[src/rtl/cpu_ctrl_pkg.sv]
// Shared control definitions for the 5-stage CPU sequencing logic:
// FSM state encoding, RAM-port owner codes and register-id width.
package cpu_ctrl_pkg;
  localparam int REG_ID_W = 3;
  localparam int TMO_W    = 8;

  typedef logic [REG_ID_W-1:0] reg_id_t;

  typedef enum logic {
    RUN       = 1'b0,
    DATA_WAIT = 1'b1
  } state_e;

  localparam logic MEM_OWNER_FETCH = 1'b0;
  localparam logic MEM_OWNER_DATA  = 1'b1;
endpackage

[src/rtl/hazard_controller_if.sv]
// Pipeline-facing signal bundle of the hazard controller: hazard inputs from
// IF/ID, ID/EX, EX and EX/MEM plus the pipeline-control outputs.
interface hazard_controller_if
  import cpu_ctrl_pkg::*;
#(
  parameter int STALL_CNT_W = 16
);
  reg_id_t                Rx_a_IFID;
  reg_id_t                Ry_a_IFID;
  logic                   useRx_a_IFID;
  logic                   useRy_a_IFID;
  logic                   memRead_a_IDEX;
  reg_id_t                registerToWriteId_a_IDEX;
  logic                   branchTaken_a_EX;
  logic                   memAccess_a_EXMEM;
  logic                   mem_ready;
  logic                   stallClear;
  logic                   pcWrite;
  logic                   ifidWrite;
  logic                   ifidFlush;
  logic                   idexFlush;
  logic                   pipeHold;
  logic                   memwbBubble;
  logic                   memOwner;
  logic                   memError;
  logic [STALL_CNT_W-1:0] stallCycles;

  modport master (
    output Rx_a_IFID, Ry_a_IFID, useRx_a_IFID, useRy_a_IFID, memRead_a_IDEX,
           registerToWriteId_a_IDEX, branchTaken_a_EX, memAccess_a_EXMEM,
           mem_ready, stallClear,
    input  pcWrite, ifidWrite, ifidFlush, idexFlush, pipeHold, memwbBubble,
           memOwner, memError, stallCycles
  );

  modport slave (
    input  Rx_a_IFID, Ry_a_IFID, useRx_a_IFID, useRy_a_IFID, memRead_a_IDEX,
           registerToWriteId_a_IDEX, branchTaken_a_EX, memAccess_a_EXMEM,
           mem_ready, stallClear,
    output pcWrite, ifidWrite, ifidFlush, idexFlush, pipeHold, memwbBubble,
           memOwner, memError, stallCycles
  );
endinterface

[src/rtl/sat_counter.sv]
// Width-parameterised up-counter that sticks at all-ones; clear beats increment.
module sat_counter #(
  parameter int W = 16
) (
  input  logic         clk,
  input  logic         rst_n,
  input  logic         clr_i,
  input  logic         inc_i,
  output logic [W-1:0] cnt_o
);
  logic [W-1:0] cnt_q, cnt_d;

  always_comb begin
    cnt_d = cnt_q;
    if (clr_i)                            cnt_d = '0;
    else if (inc_i && (cnt_q != {W{1'b1}})) cnt_d = cnt_q + W'(1);
  end

  always_ff @(posedge clk or negedge rst_n) begin
    if (!rst_n) cnt_q <= '0;
    else        cnt_q <= cnt_d;
  end

  assign cnt_o = cnt_q;
endmodule

[src/rtl/hazard_controller.sv]
// Pipeline sequencing controller: shared-RAM arbitration with timeout,
// taken-branch flush and load-use stall, plus a stall-cycle counter.
module hazard_controller
  import cpu_ctrl_pkg::*;
#(
  parameter int MEM_TIMEOUT = 15,
  parameter int STALL_CNT_W = 16
) (
  input logic                clk,
  input logic                rst,
  hazard_controller_if.slave hc
);
  state_e           state_q, state_d;
  logic [TMO_W-1:0] tmo_q, tmo_d;

  logic pc_w, ifid_w, ifid_f, idex_f, hold, bubble, owner, err;
  logic load_use, do_hold, do_rel;

  assign load_use = hc.memRead_a_IDEX &&
                    ((hc.useRx_a_IFID && (hc.Rx_a_IFID == hc.registerToWriteId_a_IDEX)) ||
                     (hc.useRy_a_IFID && (hc.Ry_a_IFID == hc.registerToWriteId_a_IDEX)));

  always_comb begin
    state_d = state_q;
    tmo_d   = tmo_q;
    pc_w    = 1'b1;
    ifid_w  = 1'b1;
    ifid_f  = 1'b0;
    idex_f  = 1'b0;
    hold    = 1'b0;
    bubble  = 1'b0;
    owner   = MEM_OWNER_FETCH;
    err     = 1'b0;
    do_hold = 1'b0;
    do_rel  = 1'b0;

    case (state_q)
      RUN: begin
        if (hc.memAccess_a_EXMEM) begin
          if (hc.mem_ready) do_rel = 1'b1;
          else begin
            do_hold = 1'b1;
            state_d = DATA_WAIT;
            tmo_d   = TMO_W'(1);
          end
        end else if (hc.branchTaken_a_EX) begin
          // Load-use in the same cycle is on the wrong path and is dropped.
          ifid_f = 1'b1;
          idex_f = 1'b1;
        end else if (load_use) begin
          pc_w   = 1'b0;
          ifid_w = 1'b0;
          idex_f = 1'b1;
        end
      end
      DATA_WAIT: begin
        if (hc.mem_ready) do_rel = 1'b1;
        else if (tmo_q == TMO_W'(MEM_TIMEOUT)) begin
          do_rel = 1'b1;
          err    = 1'b1;
        end else begin
          do_hold = 1'b1;
          tmo_d   = tmo_q + TMO_W'(1);
        end
      end
      default: state_d = RUN;
    endcase

    if (do_hold) begin
      owner  = MEM_OWNER_DATA;
      pc_w   = 1'b0;
      ifid_w = 1'b0;
      hold   = 1'b1;
      bubble = 1'b1;
    end
    // The fetch slot was taken by data: refetch the same PC unless redirected.
    if (do_rel) begin
      owner   = MEM_OWNER_DATA;
      pc_w    = hc.branchTaken_a_EX;
      ifid_w  = 1'b1;
      ifid_f  = 1'b1;
      idex_f  = hc.branchTaken_a_EX;
      state_d = RUN;
      tmo_d   = '0;
    end
  end

  always_ff @(posedge clk or negedge rst) begin
    if (!rst) begin
      state_q <= RUN;
      tmo_q   <= '0;
    end else begin
      state_q <= state_d;
      tmo_q   <= tmo_d;
    end
  end

  assign hc.pcWrite     = rst & pc_w;
  assign hc.ifidWrite   = rst & ifid_w;
  assign hc.ifidFlush   = rst & ifid_f;
  assign hc.idexFlush   = rst & idex_f;
  assign hc.pipeHold    = rst & hold;
  assign hc.memwbBubble = rst & bubble;
  assign hc.memOwner    = rst & owner;
  assign hc.memError    = rst & err;

  logic [STALL_CNT_W-1:0] stall_cnt;

  sat_counter #(.W(STALL_CNT_W)) u_stall_cnt (
    .clk   (clk),
    .rst_n (rst),
    .clr_i (hc.stallClear),
    .inc_i (~pc_w),
    .cnt_o (stall_cnt)
  );

  assign hc.stallCycles = rst ? stall_cnt : '0;
endmodule

[src/flat_wrapper.sv]
// flat-port wrapper written by rule: the top's interface ports become plain ports
module hazard_controller_flat import cpu_ctrl_pkg::*;
#(
  parameter int MEM_TIMEOUT = 15,
  parameter int STALL_CNT_W = 16
)
  (clk, rst, hc_Rx_a_IFID, hc_Ry_a_IFID, hc_useRx_a_IFID, hc_useRy_a_IFID, hc_memRead_a_IDEX, hc_registerToWriteId_a_IDEX, hc_branchTaken_a_EX, hc_memAccess_a_EXMEM, hc_mem_ready, hc_stallClear, hc_pcWrite, hc_ifidWrite, hc_ifidFlush, hc_idexFlush, hc_pipeHold, hc_memwbBubble, hc_memOwner, hc_memError, hc_stallCycles);
  hazard_controller_if #(.STALL_CNT_W(STALL_CNT_W)) hc_i ();
  input logic clk;
  input logic rst;
  input wire logic [$bits(hc_i.Rx_a_IFID)-1:0] hc_Rx_a_IFID;
  input wire logic [$bits(hc_i.Ry_a_IFID)-1:0] hc_Ry_a_IFID;
  input wire logic [$bits(hc_i.useRx_a_IFID)-1:0] hc_useRx_a_IFID;
  input wire logic [$bits(hc_i.useRy_a_IFID)-1:0] hc_useRy_a_IFID;
  input wire logic [$bits(hc_i.memRead_a_IDEX)-1:0] hc_memRead_a_IDEX;
  input wire logic [$bits(hc_i.registerToWriteId_a_IDEX)-1:0] hc_registerToWriteId_a_IDEX;
  input wire logic [$bits(hc_i.branchTaken_a_EX)-1:0] hc_branchTaken_a_EX;
  input wire logic [$bits(hc_i.memAccess_a_EXMEM)-1:0] hc_memAccess_a_EXMEM;
  input wire logic [$bits(hc_i.mem_ready)-1:0] hc_mem_ready;
  input wire logic [$bits(hc_i.stallClear)-1:0] hc_stallClear;
  output wire logic [$bits(hc_i.pcWrite)-1:0] hc_pcWrite;
  output wire logic [$bits(hc_i.ifidWrite)-1:0] hc_ifidWrite;
  output wire logic [$bits(hc_i.ifidFlush)-1:0] hc_ifidFlush;
  output wire logic [$bits(hc_i.idexFlush)-1:0] hc_idexFlush;
  output wire logic [$bits(hc_i.pipeHold)-1:0] hc_pipeHold;
  output wire logic [$bits(hc_i.memwbBubble)-1:0] hc_memwbBubble;
  output wire logic [$bits(hc_i.memOwner)-1:0] hc_memOwner;
  output wire logic [$bits(hc_i.memError)-1:0] hc_memError;
  output wire logic [$bits(hc_i.stallCycles)-1:0] hc_stallCycles;
  assign hc_i.Rx_a_IFID = hc_Rx_a_IFID;
  assign hc_i.Ry_a_IFID = hc_Ry_a_IFID;
  assign hc_i.useRx_a_IFID = hc_useRx_a_IFID;
  assign hc_i.useRy_a_IFID = hc_useRy_a_IFID;
  assign hc_i.memRead_a_IDEX = hc_memRead_a_IDEX;
  assign hc_i.registerToWriteId_a_IDEX = hc_registerToWriteId_a_IDEX;
  assign hc_i.branchTaken_a_EX = hc_branchTaken_a_EX;
  assign hc_i.memAccess_a_EXMEM = hc_memAccess_a_EXMEM;
  assign hc_i.mem_ready = hc_mem_ready;
  assign hc_i.stallClear = hc_stallClear;
  assign hc_pcWrite = hc_i.pcWrite;
  assign hc_ifidWrite = hc_i.ifidWrite;
  assign hc_ifidFlush = hc_i.ifidFlush;
  assign hc_idexFlush = hc_i.idexFlush;
  assign hc_pipeHold = hc_i.pipeHold;
  assign hc_memwbBubble = hc_i.memwbBubble;
  assign hc_memOwner = hc_i.memOwner;
  assign hc_memError = hc_i.memError;
  assign hc_stallCycles = hc_i.stallCycles;
  hazard_controller #(.MEM_TIMEOUT(MEM_TIMEOUT), .STALL_CNT_W(STALL_CNT_W)) u_core (.clk(clk), .rst(rst), .hc(hc_i));
endmodule
[config.mk]
export PLATFORM = sky130hd
export DESIGN_NAME = hazard_controller_flat
export DESIGN_NICKNAME = d
export VERILOG_FILES = /design/src/rtl/cpu_ctrl_pkg.sv /design/src/rtl/hazard_controller_if.sv /design/src/rtl/sat_counter.sv /design/src/rtl/hazard_controller.sv /design/src/flat_wrapper.sv
export SDC_FILE = /design/constraint.sdc
export NUM_CORES = 1
export LEC_CHECK = 0
export CORE_UTILIZATION = 35
export DETAILED_ROUTE_END_ITERATION = 8
export GPL_TIMING_DRIVEN = 1
export PLACE_DENSITY = 0.57
export RECOVER_POWER = 100
export SLEW_MARGIN = 20
export SYNTH_ARGS = -nofsm -noshare
export SYNTH_HDL_FRONTEND = slang
export SYNTH_SLANG_ARGS = --single-unit
[constraint.sdc]
create_clock -name clk -period 3 [get_ports clk]
set_input_delay 0.6 -clock clk [delete_from_list [all_inputs] [get_ports clk]]
set_output_delay 0.6 -clock clk [all_outputs]
set_load 0.005 [all_outputs]
==> results of run 1 <==
## per-stage QoR
step / setup slack (ps) / utilization, % / cells
5_1_grt: -16.6 / 49.2 / 308
4_1_cts: 5.70 / 48.5 / 308
3_5_place_dp: -30.4 / 47.2 / 303
6_report: 65.5 / 49.2 / 308
2_1_floorplan: 737 / - / 197
3_3_place_gp: -15.9 / 47.2 / 303
## worst paths after layout
| path | startpoint | to | slack, ps | depth (start not counted) |
|---|---|---|---|---|
| worst max-delay path | hc_registerToWriteId_a_IDEX[0] | hc_pcWrite | 70 | 6 |
| worst min-delay path | rst | u_core.u_stall_cnt.cnt_o[5]$_DFFE_PN0P_ | 300 | 2 |
| worst max register to register | u_core.tmo_q[0]$_DFFE_PN0P_ | u_core.u_stall_cnt.cnt_o[6]$_DFFE_PN0P_ | 520 | 7 |
| worst min register to register | u_core.tmo_q[1]$_DFFE_PN0P_ | u_core.tmo_q[1]$_DFFE_PN0P_ | 520 | 2 |
| max in group asynchronous | rst | u_core.tmo_q[2]$_DFFE_PN0P_ | 2510 | 2 |
| min in group clk | u_core.tmo_q[1]$_DFFE_PN0P_ | u_core.tmo_q[1]$_DFFE_PN0P_ | 520 | 2 |
## report_power, final
group / internal, mW / switching [mW] / total [mW]
clock network: 0.0933 / 0.119 / 0.212
registers: 0.344 / 0.00811 / 0.352
logic: 0.0666 / 0.0673 / 0.134
total: 0.504 / 0.194 / 0.698
## area by class of cell
| type | count | area, um^2 |
|---|---|---|
| inverter | 5 | 18.8 |
| fill | 485 | 2430 |
| tap | 67 | 83.8 |
| sequential | 25 | 626 |
| clock buffer | 3 | 41.3 |
| clock inverter | 1 | 5.00 |
| multi-input combinational | 158 | 1100 |
| timing repair buffer | 49 | 475 |
## placed cells by master (no fill, tap or decap), types with 6 or more instances in the layout
cell / synthesis / layout
nor2_1: 14 / 14
dlygate4sd3_1: 0 / 12
dfrtp_1: 25 / 25
and2_1: 17 / 12
nor3_1: 9 / 9
nand2_1: 10 / 10
nand3_1: 6 / 6
clkdlybuf4s50_1: 0 / 24
nor2b_1: 12 / 12
o21ai_0: 11 / 11
a21oi_1: 8 / 7
and3_1: 7 / 7
buf_4: 1 / 6
## metal layers
| metal | up-vias | track usage, % |
|---|---|---|
| met5 | - | 0 |
| li1 | 798 | - |
| met1 | 732 | 23.7 |
| met2 | 35 | 24.2 |
| met3 | 5 | 2.49 |
| met4 | 0 | 5.01 |
## repair_timing
action,CTS,global route
setup buffers,1,0
gates resized for setup,4,7
hold buffers,0,0
setup endpoints to repair,2,1
cloned,0,0
pin swaps,2,0
## registers in the layout, indices dropped and copies added (netlist names)
register,count
u_core.state_q,1
u_core.u_stall_cnt.cnt_o,16
u_core.tmo_q,8
## cell families after synthesis
group	after synthesis	synth area share [%]
multiplexers	10	6.35
buffers and inverters	14	3.71
AND/OR/NAND/NOR	101	34.0
flip-flops	25	35.7
AO/OA/AOI/OAI	36	14.3
adder cells (fa/ha/maj)	2	1.43
XOR/XNOR	9	4.50
==> metrics, run 1 <==
outcome completed; Routed WL per cell 13.1 um; Setup TNS Final 0 ps; vias per cell 5.10; Worst Skew 7.54 ps; I/O pins 42; Worst Path Max Fanout 2; Die ar. 5300 um^2; vias in the first global route 1435; Clock Path Buffers 2; EDFF count, synth 0; most frequent cell after synthesis dfrtp_1; Max Fclk 341 MHz; Final setup viols 0; Cell variety after synth 47; die width 72.8 um; total grt overflow 0; most frequently used flop master after synthesis dfrtp_1; worst hold path type input pin to asynchronous set/reset pin; Worst-path clk slew 100 ps; Yosys reg bits 25; GP Congestion 0.799; Worst-Skew Late Latency 280 ps; arrival time worst endpoint 2330 ps; crit path kind input pin to output pin; root buffer cell clkbuf_8; Post-Syn Instances 197; # diodes 0; initial antenna violation count 0; CP required 2400 ps; Pwr Total 698 uW; I/O Buffers 41; largest net degree at the start of global routing 48; CTS Buf Count 3; share of layout cells above drive strength 1 12.0%; peak supply drop 0.000170 V; CTS tree done; core box area 4790 um^2; average cell area after synthesis 8.90 um^2; Site Rows 25; synth cell count leaders dfrtp_1 (25), and2_1 (17), nor2_1 (14); Layout area overhead 34.3%; final net count 262; met1 wire length 2010 um; clock sinks 25; Worst Path Buf+Inv 2; Ys Warns 0; startpoint types input pin; Clock H-tree levels 1; Vias 1570; Worst path slowest cell clkdlybuf4s50_1; drt first-iter violations 58; Slew Limit Fails 0; final WL 4040 um; Placed Area 2260 um^2; Async S/R FF share, synth 100%; total of max-cap violations 0; top cells by area, synth dfrtp_1 (36%), and2_1 (6.1%), nor2b_1 (4.3%); total track usage 16.1%; DRC Markers 0; Netlist Area Pre-Place 1750 um^2; PD cells 296 nW/um^2; sequential area share after synthesis 35.7%; minimum hold slack 301 ps; crit path capture type output pin; Routed Antenna Nets 0; period utilization 97.8%; area fraction of the dominant cell type after synthesis 35.7%; Die Ht 72.8 um; CP Cell Sequence clkdlybuf4s50_1 -> xor2_2 -> o41ai_2 -> a21oi_2 -> o21a_1 -> clkdlybuf4s50_1; first-pass GRT wire length 6730 um; post-synth top area cell dfrtp_1; crit path time final 2930 ps; drt first pass iters 4; Net Count, Synth 217; Initial Util 36.6%; met2 wire length 1810 um; hpwl dp 2820 um; Largest delay share family, worst path buffers and inverters; Final Hold Fails 0; Critical Path Max Stage Delay 480 ps; Worst path most repeated cell clkdlybuf4s50_1; final instance area 2350 um^2; Worst Max-Slew Pin Slew 902 ps; Routed met3 length 169 um; Top Metal Used met4; Rel. slew slack 39.9%; LEAKAGE 1.02 nW
No activity file was read; power rests on OpenSTA's default activity.
==> run 2, diff against run 1 <==
SLEW_MARGIN = 0   (was 20)
==> results of run 2 <==
The final DEF is identical to that of run 1; final timing and power are the same.
==> run 3, diff against run 2 <==
SKIP_LAST_GASP = 1   (was unset)
==> results of run 3 <==
The final DEF is identical to that of run 1; final timing and power are the same.
